==> src/rtl/fft_bfly_scheduler.sv <==
// fft_bfly_scheduler: sequencer for an in-place radix-2 DIT FFT datapath.
// Walks stage s, group g and butterfly k. For each butterfly it reads v then u,
// registers the multiply and the add/sub, then writes u then v back.
//
// Ports:
//   clk_i, rst_ni        clock, asynchronous active-low reset
//   start_i              start a transform (accepted only when idle)
//   stall_i              backpressure, honoured only at butterfly start (READ_V)
//   busy_o, done_o       transform in progress / one-cycle completion pulse
//   stage_o, tw_addr_o   current stage and twiddle ROM index
//   rd_en_o, rd_addr_o   RAM read strobe/address, rd_bank_o = s[0]
//   wr_en_o, wr_addr_o   RAM write strobe/address, wr_bank_o = ~s[0]
//   mul_en_o, addsub_en_o  datapath pipeline strobes
//   result_bank_o        bank holding the final spectrum
module fft_bfly_scheduler #(
    parameter int unsigned FFT_SIZE = 16,
    localparam int unsigned ADDR_W = $clog2(FFT_SIZE)
) (
    input  logic              clk_i,
    input  logic              rst_ni,
    input  logic              start_i,
    input  logic              stall_i,
    output logic              busy_o,
    output logic              done_o,
    output logic [ADDR_W-1:0] stage_o,
    output logic              rd_en_o,
    output logic [ADDR_W-1:0] rd_addr_o,
    output logic              rd_bank_o,
    output logic [ADDR_W-1:0] tw_addr_o,
    output logic              mul_en_o,
    output logic              addsub_en_o,
    output logic              wr_en_o,
    output logic [ADDR_W-1:0] wr_addr_o,
    output logic              wr_bank_o,
    output logic              result_bank_o
);

    localparam logic [2:0] StIdle   = 3'd0;
    localparam logic [2:0] StReadV  = 3'd1;
    localparam logic [2:0] StReadU  = 3'd2;
    localparam logic [2:0] StMul    = 3'd3;
    localparam logic [2:0] StAddSub = 3'd4;
    localparam logic [2:0] StWriteU = 3'd5;
    localparam logic [2:0] StWriteV = 3'd6;
    localparam logic [2:0] StDone   = 3'd7;

    localparam logic [ADDR_W-1:0] HalfSize  = ADDR_W'(FFT_SIZE / 2);
    localparam logic [ADDR_W-1:0] LastStage = ADDR_W'(ADDR_W - 1);
    localparam logic [ADDR_W-1:0] One       = ADDR_W'(1);

    logic [2:0]        state_q, state_d;
    logic [ADDR_W-1:0] s_q, s_d, g_q, g_d, k_q, k_d;
    logic [ADDR_W-1:0] rd_addr_q, rd_addr_d, wr_addr_q, wr_addr_d;

    logic [ADDR_W-1:0] span, u_addr, v_addr, n_groups, tw;
    logic              last_k, last_g, last_s;

    // Index math; all values fit in ADDR_W bits by construction.
    always_comb begin
        span     = One << s_q;
        u_addr   = (g_q << (s_q + One)) + k_q;
        v_addr   = u_addr + span;
        n_groups = HalfSize >> s_q;
        tw       = k_q << (LastStage - s_q);
        last_k   = (k_q == span - One);
        last_g   = (g_q == n_groups - One);
        last_s   = (s_q == LastStage);
    end

    always_comb begin
        state_d     = state_q;
        s_d         = s_q;
        g_d         = g_q;
        k_d         = k_q;
        rd_addr_d   = rd_addr_q;
        wr_addr_d   = wr_addr_q;
        rd_en_o     = 1'b0;
        wr_en_o     = 1'b0;
        mul_en_o    = 1'b0;
        addsub_en_o = 1'b0;
        done_o      = 1'b0;
        case (state_q)
            StIdle: begin
                if (start_i) begin
                    state_d = StReadV;
                    s_d     = '0;
                    g_d     = '0;
                    k_d     = '0;
                end
            end
            StReadV: begin
                if (!stall_i) begin
                    rd_en_o   = 1'b1;
                    rd_addr_d = v_addr;
                    state_d   = StReadU;
                end
            end
            StReadU: begin
                rd_en_o   = 1'b1;
                rd_addr_d = u_addr;
                state_d   = StMul;
            end
            StMul: begin
                mul_en_o = 1'b1;
                state_d  = StAddSub;
            end
            StAddSub: begin
                addsub_en_o = 1'b1;
                state_d     = StWriteU;
            end
            StWriteU: begin
                wr_en_o   = 1'b1;
                wr_addr_d = u_addr;
                state_d   = StWriteV;
            end
            StWriteV: begin
                wr_en_o   = 1'b1;
                wr_addr_d = v_addr;
                if (last_k && last_g && last_s) begin
                    state_d = StDone;
                end else begin
                    state_d = StReadV;
                    if (!last_k) begin
                        k_d = k_q + One;
                    end else begin
                        k_d = '0;
                        if (!last_g) begin
                            g_d = g_q + One;
                        end else begin
                            g_d = '0;
                            s_d = s_q + One;
                        end
                    end
                end
            end
            StDone: begin
                done_o  = 1'b1;
                state_d = StIdle;
                s_d     = '0;
                g_d     = '0;
                k_d     = '0;
            end
            default: state_d = StIdle;
        endcase
    end

    always_ff @(posedge clk_i or negedge rst_ni) begin
        if (!rst_ni) begin
            state_q   <= StIdle;
            s_q       <= '0;
            g_q       <= '0;
            k_q       <= '0;
            rd_addr_q <= '0;
            wr_addr_q <= '0;
        end else begin
            state_q   <= state_d;
            s_q       <= s_d;
            g_q       <= g_d;
            k_q       <= k_d;
            rd_addr_q <= rd_addr_d;
            wr_addr_q <= wr_addr_d;
        end
    end

    // The *_addr_d values equal the held register whenever the strobe is low.
    assign rd_addr_o     = rd_addr_d;
    assign wr_addr_o     = wr_addr_d;
    assign busy_o        = (state_q != StIdle);
    assign stage_o       = s_q;
    assign tw_addr_o     = tw;
    assign rd_bank_o     = s_q[0];
    // Gated so the idle value is 0 rather than ~s[0].
    assign wr_bank_o     = busy_o & ~s_q[0];
    assign result_bank_o = ADDR_W[0];

endmodule

==> config.mk <==
export PLATFORM = sky130hd
export DESIGN_NAME = fft_bfly_scheduler
export DESIGN_NICKNAME = d
export VERILOG_FILES = /design/src/rtl/fft_bfly_scheduler.sv
export SDC_FILE = /design/constraint.sdc
export NUM_CORES = 1
export LEC_CHECK = 0
export ABC_AREA = 0
export ABC_CLOCK_PERIOD_IN_PS = 3480
export BUFFER_PORTS_ARGS = -buffer_cell sky130_fd_sc_hd__clkbuf_2
export CORE_UTILIZATION = 50
export DETAILED_ROUTE_END_ITERATION = 12
export GPL_TIMING_DRIVEN = 0
export PLACE_DENSITY = 0.74
export SLEW_MARGIN = 15
export SYNTH_ARGS = -nofsm -noshare
export SYNTH_HDL_FRONTEND = slang
export SYNTH_SLANG_ARGS = --single-unit
export TNS_END_PERCENT = 10
==> constraint.sdc <==
create_clock -name clk_i -period 3.48 [get_ports clk_i]
set_clock_uncertainty 0.1 [all_clocks]
set_input_delay 0 -clock clk_i [delete_from_list [all_inputs] [get_ports clk_i]]
set_output_delay 0 -clock clk_i [all_outputs]
set_load 0.02 [all_outputs]
==> results of run 1 <==
==> through the flow <==
step	instances	setup slack (ns)	total power, mW	util
2_1_floorplan	234	0.00188	1.07	-
3_3_place_gp	309	-0.237	1.29	0.595
3_5_place_dp	309	-0.322	1.31	0.595
4_1_cts	343	-0.172	1.54	0.684
5_1_grt	347	-0.284	1.74	0.726
6_report	347	-0.151	1.61	0.726
==> routing by layer <==
| metal | vias to the layer above | routed length, µm | global-route usage |
|---|---|---|---|
| met4 | 0 | 201 | 0.103 |
| met5 | - | 0 | 0 |
| li1 | 966 | - | - |
| met2 | 91 | 2800 | 0.426 |
| met3 | 23 | 419 | 0.0483 |
| met1 | 955 | 2490 | 0.358 |
==> what timing repair did <==
item | 4_1_cts | 5_1_grt
pin swaps | 10 | 20
gates resized for setup | 15 | 27
hold endpoints to repair | 24 | 0
endpoints found under the setup margin | 8 | 11
hold buffers | 3 | 0
buffers inserted | 29 | 5
cloned | 0 | 0
==> power by group <==
group	internal (mW)	switching, mW	total, mW
logic	0.414	0.609	1.02
registers	0.342	0.0763	0.418
clock network	0.0819	0.0892	0.171
==> layout make-up <==
class	instances	area [µm²]
timing repair buffer	63	437
inverter	21	78.8
tap	48	60.1
clock buffer	4	45.0
buffer	11	82.6
fill	274	1040
sequential	23	581
multi-input combinational	177	1480
==> cells in the final DEF (no fill, tap or decap), types with 7 or more instances in the layout <==
master    netlist  final
buf_4           2     37
nand2_1        25     24
clkbuf_2        0     23
inv_1          21     19
dfrtp_1        23     19
nor2_1         15     14
a21oi_1        10      9
ha_1           12      9
o21ai_0         7      7
==> sequential cells by signal (all words and copies together), names as in the netlist <==
name,flops
g_q,4
k_q,4
rd_addr_q,4
stage_o,4
wr_addr_q,4
state_q,3
==> cell families after synthesis <==
logic type                 share of synthesized area
DFF                                            0.282
buffers and inverters                         0.0784
muxes                                         0.0410
other                                        0.00184
adders and majority gates                     0.0931
and+or+nand+nor                                0.239
AOI/OAI and AO/OA                              0.201
xor gates and xnor gates                      0.0643
==> worst max path at each step <==
stage                         endpoint  cells past startpoint  slack [ns]
after floorplan           wr_addr_q[3]                     14       0.002
after global placement    wr_addr_o[3]                     15       -0.24
after detailed placement  wr_addr_o[3]                     15       -0.32
after CTS                 rd_addr_o[3]                     15       -0.17
after global routing      rd_addr_o[3]                     17       -0.28
final                     rd_addr_o[3]                     14       -0.15
==> metrics list, run 1 <==
- Initial core utilization: 0.538
* FMAX: 275 MHz
- Run status: finished, violations left
- Share of flip-flops with an asynchronous set or reset: 1.00
* Critical-path maximum fanout: 8
- CTS built an H-tree with a depth of 1.
- VDD sags by at most 0.000402 V.
* Post-synthesis instance total: 234
- Number of global-route vias before repair: 1807
* Row count: 22
- The detailed router placed 2035 vias in this run.
- Final Routed Wirelength: 5910 µm
* Final-layout worst hold slack: 0.167 ns
* Number of warnings issued by yosys: 0
- RR Startpoint: stage_o[3]
- Sequential element share of the synthesized area: 0.282
- The floorplan step defined a die boundary enclosing 4350 µm².
- Tot GR Track Use: 0.268
* Number of search-and-repair iterations in the first detailed-routing pass: 5
* Worst hold path type: input port to asynchronous set/reset pin
* 1st-iter DRT viols: 221
- Number of nets at the end of the flow: 318
- Setup violations, final: 3
- Global-route wire length before repair: 8710 µm
* Detailed-route vias per instance: 5.86
* Unrepaired setup endpoints after global routing: yes
- Synthesis produced a netlist with a net count of 252.
- The critical path starts at stage_o[0].
- 29 I/O pins were placed.
- In this run, synthesis produced a sequential element count of 23.
- Reported leakage power: 1.31 nW
- At the end of routability-driven placement, the weighted congestion stood at 0.912.
* GR Overflow Total: 0
* Number of CTS-inserted buffers: 3
- The core region is 3800 µm².
* Post-synthesis to final-layout area growth: 35.0%
* Commonest cells in the netlist: 25 x nand2_1, 23 x dfrtp_1, 21 x inv_1
* Clk Tree Root Cell: clkbuf_8
* Failing checks: setup timing
- Synth top area share: 0.282
- The clock reaches the later pin of the worst-skew pair after 0.27 ns.
- Sinks on Clock Net: 23
- Clock tree from TritonCTS: done
- DRC violations left: 0
- Buffers and inverters on the worst path: 4
- Post-DP Area: 2260 µm²
* Pins over their slew limit: 0
* Pin count of the biggest net entering global routing: 24
- Die height: 65.9 µm
- Share of final-layout standard cells stronger than drive strength 1: 0.378
* Input/output buffers: 27
- The slowest stage of the critical path belongs to the cell fa_2.
* Reg-to-reg slack, setup: 0.01 ns
- At the pin with the least slew margin, the transition time is 0.633 ns.
* Routed wirelength normalized by instance count: 17.0 µm
- Ratio of total power to cell area: 585 nW/µm²
- The smallest clock period supported by the final layout is computed as 3.63 ns.
* Crit-path leading delay family: adder cells
* Largest incremental delay on the critical path: 0.55 ns
- Traced cell by cell, the critical path runs through buf_8 -> nor3b_4 -> a31oi_4 -> or3_4 -> fa_2 -> inv_2 -> ha_4 -> a21o_1 -> a21oi_2 -> xnor2_2 -> buf_4 -> xnor2_2 -> o21ai_2 -> clkbuf_8.
* Unique masters post-synth: 59
- Count leader, synth: nand2_1
- Antenna violations before repair: 0
- Of the available clock period, the critical path in the final layout requires 1.04.
- Final standard cell area without fillers: 2760 µm²
- Final hold vios: 0
- Final setup slack of the worst path: -0.151 ns
* Max-capacitance violation count: 0
* Detailed-placement wirelength estimate: 3570 µm
- Kind of start point of the critical path: flip-flop
- After synthesis the cells add up to 2040 µm².
* Cell repeated most along the worst path: xnor2_2
- Setup CP Type: flip-flop to output port
* Normalized max-slew margin: 0.574
* Worst Path Required: 3.38 ns
* Die extent in x: 65.9 µm
- Sort of element at the end of the critical path: output port
- Count of flip-flops with a built-in enable after synthesis: 0
* Ant. Diodes: 0
- Summed over all instances, the cell type with the most area after synthesis is dfrtp_1.
- For the worst flop-to-flop path, the logic depth is 12.
- Arrival time of the worst setup path: 3.53 ns
- The most used flip-flop cell after synthesis is dfrtp_1.
- Worst reg2reg endpoint: stage_o[2]
- No sink is reached through more buffers than the 2 on the longest clock path.
- After synthesis, the cell types taking the most area are dfrtp_1 28%, ha_1 7.3%, nand2_1 4.6%, inv_1 3.9%, xnor2_1 3.4%.
* Total negative slack: -0.320 ns
- Average cell area after synthesis: 8.73 µm²
* Detail Route Antenna Nets: 0
- After clock tree synthesis, the clock-pin slew on the worst setup and hold paths is 0.09 ns.
(Power assumes the default switching activity.)
==> run 2: changes to the inputs <==
- CTS_BUF_LIST: default -> sky130_fd_sc_hd__clkbuf_8
==> metrics list, run 2 (same netlist as run 1, synthesis figures left out) <==
* Most frequent cells in the layout: 37 x buf_4, 24 x nand2_1, 23 x clkbuf_2, 20 x inv_1, 19 x dfrtp_1
* Clock transition time at the flip-flop clock pins of the worst setup and hold paths: 0.09 ns (about the same)
- The total clock sinks came to 23 (unchanged).
- Failing checks: setup timing
* Antenna violations before repair: 0 (unchanged)
- The slew of the pin with the lowest slew margin came to 0.627 ns (-0.00559 ns).
* 1st-iter DRT viols: 216 (-2.3%)
- The top fanout value on the critical path came to 8 (unchanged).
- The leakage dissipation was 1.31 nW (+0.32%).
* Final setup slack of the worst path: -0.147 ns (+0.00431 ns)
- The largest net degree at the start of global routing is 24 (unchanged).
- Cell count after placement: 309 (unchanged)
- Share of final-layout standard cells stronger than drive strength 1: 0.378 (unchanged)
- Ratio of total power to cell area: 583 nW/µm² (-0.21%)
- Arrival time of the worst setup path: 3.53 ns (about the same)
* Clk Tree Root Cell: clkbuf_8
- Detailed-placement wirelength estimate: 3570 µm (unchanged)
* Last element of the critical path: rd_addr_o[3]
* Global placement routability congestion: 0.912 (unchanged)
- Critical Path, Cell by Cell: buf_8 -> a21bo_2 -> a41o_1 -> nand2_2 -> nor2_1 -> ha_2 -> inv_2 -> fa_2 -> inv_2 -> ha_4 -> a21o_1 -> a21oi_2 -> xnor2_2 -> buf_4 -> xnor2_2 -> o21ai_2 -> clkbuf_8
- The synthesis-to-finish area growth came to 35.0% (unchanged).
- The detailed-route DRC error count came to 0 (unchanged).
- Global-route wire length before repair: 8710 µm (unchanged)
- Final-layout worst hold slack: 0.168 ns (+0.000406 ns)
- Tot GR Track Use: 0.268 (unchanged)
* Worst hold path type: input port to asynchronous set/reset pin
- The final critical-path required period came to 3.63 ns (-0.00431 ns).
- The horizontal die dimension was 65.9 µm (unchanged).
* Met3 Use GR: 0.0483 (unchanged)
* Most frequent standard cell in the layout excluding fill and tap cells: buf_4
* Proportion of power drawn by flip-flops and latches: 0.260 (about the same)
- Routed wirelength normalized by instance count: 17.0 µm (-0.44%)
* Sort of element at the end of the critical path: output port
- The critical path data required time came to 3.38 ns (about the same).
* RR Startpoint: stage_o[3]
- CP max stage cell: fa_2
- The internal power component was 0.835 mW (-0.35%).
- Met2 track utilization from global routing: 0.426 (unchanged)
- Number of global-route vias before repair: 1807 (unchanged)
- Row count: 22 (unchanged)
- Ant. Diodes: 0 (unchanged)
- The switching power as a share of total power was 0.481 (+0.000762).
- Grouping stages by cell kind, the critical path spends the most delay in adder cells.
- Number of nets at the end of the flow: 318 (unchanged)
- Number of search-and-repair iterations in the first detailed-routing pass: 5 (unchanged)
* Number of top-level pins: 29 (unchanged)
- Die height: 65.9 µm (unchanged)
* Pins over their slew limit: 0 (unchanged)
* Share of the core filled with cells: 0.726 (unchanged)
- The core region area is 3800 µm² (unchanged).
* Pre-CTS setup slack: -0.322 ns (unchanged)
- The worst setup path is of the flip-flop to output port kind.
- The non-filler instance count after layout is 347 (unchanged).
- Max-capacitance violation count: 0 (unchanged)
- Worst reg2reg endpoint: stage_o[2]
* Largest incremental delay on the critical path: 0.55 ns (about the same)
- The final wirelength was 5880 µm (-0.44%).
- The area of the die is 4350 µm² (unchanged).
- The part of the cycle the worst path needs is 1.04 (-0.00124).
* GR Overflow Total: 0 (unchanged)
- TritonCTS built the clock tree.
* Run status: finished, violations left
* Worst path depth: 17 (+3)
* Reg-to-reg slack, setup: 0.02 ns (about the same)
- The combinational fraction of design power is 0.635 (about the same).
- The maximum VDD drop is 0.000402 V (about the same).
- H-tree levels: 1 (unchanged)
* Fraction of met1 tracks used by global routing: 0.358 (unchanged)
- The post-route antenna net violation count is 0 (unchanged).
- The initial core utilization is 0.538 (unchanged).
- Setup repair after global routing could not meet its margin everywhere.
* Launch point of the critical path: stage_o[0]
- Number of vias after detailed routing: 2019 (-0.79%)
- Buffers and inverters on the worst path: 5 (+1)
* Detailed-route vias per instance: 5.82 (-0.79%)
* Setup violations, final: 3 (unchanged)
- Input/output buffers: 27 (unchanged)
* Kind of start point of the critical path: flip-flop
- Final hold vios: 0 (unchanged)
- The source-to-sink clock delay at the later pin of the worst-skew pair is 0.27 ns (about the same).
- Max Buffers Root-to-Sink: 2 (unchanged)
- Busiest layer in global routing: met2
* FMAX: 276 MHz (+0.12%)
- The CTS buffer count came to 3 (unchanged).
* Normalized max-slew margin: 0.578 (+0.00376)
* Net switching component of the power: 0.774 mW (about the same)
* Clock network fraction of design power: 0.105 (about the same)
* R2r worst-path depth: 12 (unchanged)
run 2: changes by cell type in the layout (fill, tap and decap cells not counted), sizes merged:
| cell | change |
|---|---|
| clkbuf | -1 |
| inv | +1 |
run 2: how the worst min path moves through the flow:
stage / start / end / slack [ns] / depth (start not counted)
2_1_floorplan: rst_ni / g_q[0] / -0.40 / 0
3_3_place_gp: rst_ni / k_q[1] / -0.07 / 1
3_5_place_dp: rst_ni / k_q[1] / -0.06 / 1
4_1_cts: start_i / g_q[2] / 0.17 / 5
5_1_grt: start_i / g_q[2] / 0.18 / 5
6_report: rst_ni / stage_o[1] / 0.17 / 2
run 2: area by class of cell:
type                            count  area (µm²)
Fill cell                         274        1040
Clock inverter                      1        3.75
Buffer                             11        82.6
Sequential cell                    23         581
Timing Repair Buffer               63         437
Multi-Input combinational cell    177        1480
Clock buffer                        3        41.3
Inverter                           21        78.8
Tap cell                           48        60.1
run 2: what timing repair did:
item	CTS	global route
setup buffers	29	5
endpoints found under the setup margin	8	11
pin swaps	10	20
hold endpoints to repair	24	0
resized for setup	15	27
hold buffers	3	0
run 2: worst register-to-register path: cells and delay by family, from the launching register on:
family | cells | cell delay, ns
compound gates | 3 | 0.51
simple gates | 3 | 1.19
fa+ha+maj | 1 | 0.33
xor+xnor | 1 | 0.13
flops | 1 | 0.45
buf+inv | 4 | 0.64
run 2: metal layers:
metal	part of all wire	up-vias
met5	0	-
met4	0.035	0
met3	0.057	23
met2	0.47	78
met1	0.43	951
li1	-	967
run 2: power by group through the flow:
stage               clock, mW  sequential [mW]  combinational (mW)
floorplan                   0            0.393               0.673
global placement            0            0.414               0.879
detailed placement          0            0.416               0.892
CTS                     0.173            0.411               0.953
global route            0.186            0.424                1.12
finish                  0.169            0.418                1.02
run 2: through the flow:
step	area, µm²	setup TNS [ns]	total power, mW
after floorplan	2060	0	1.07
after global placement	2260	-0.616	1.29
after detailed placement	2260	-0.937	1.31
after CTS	2600	-0.367	1.54
after global routing	2760	-0.917	1.73
final	2760	-0.307	1.61
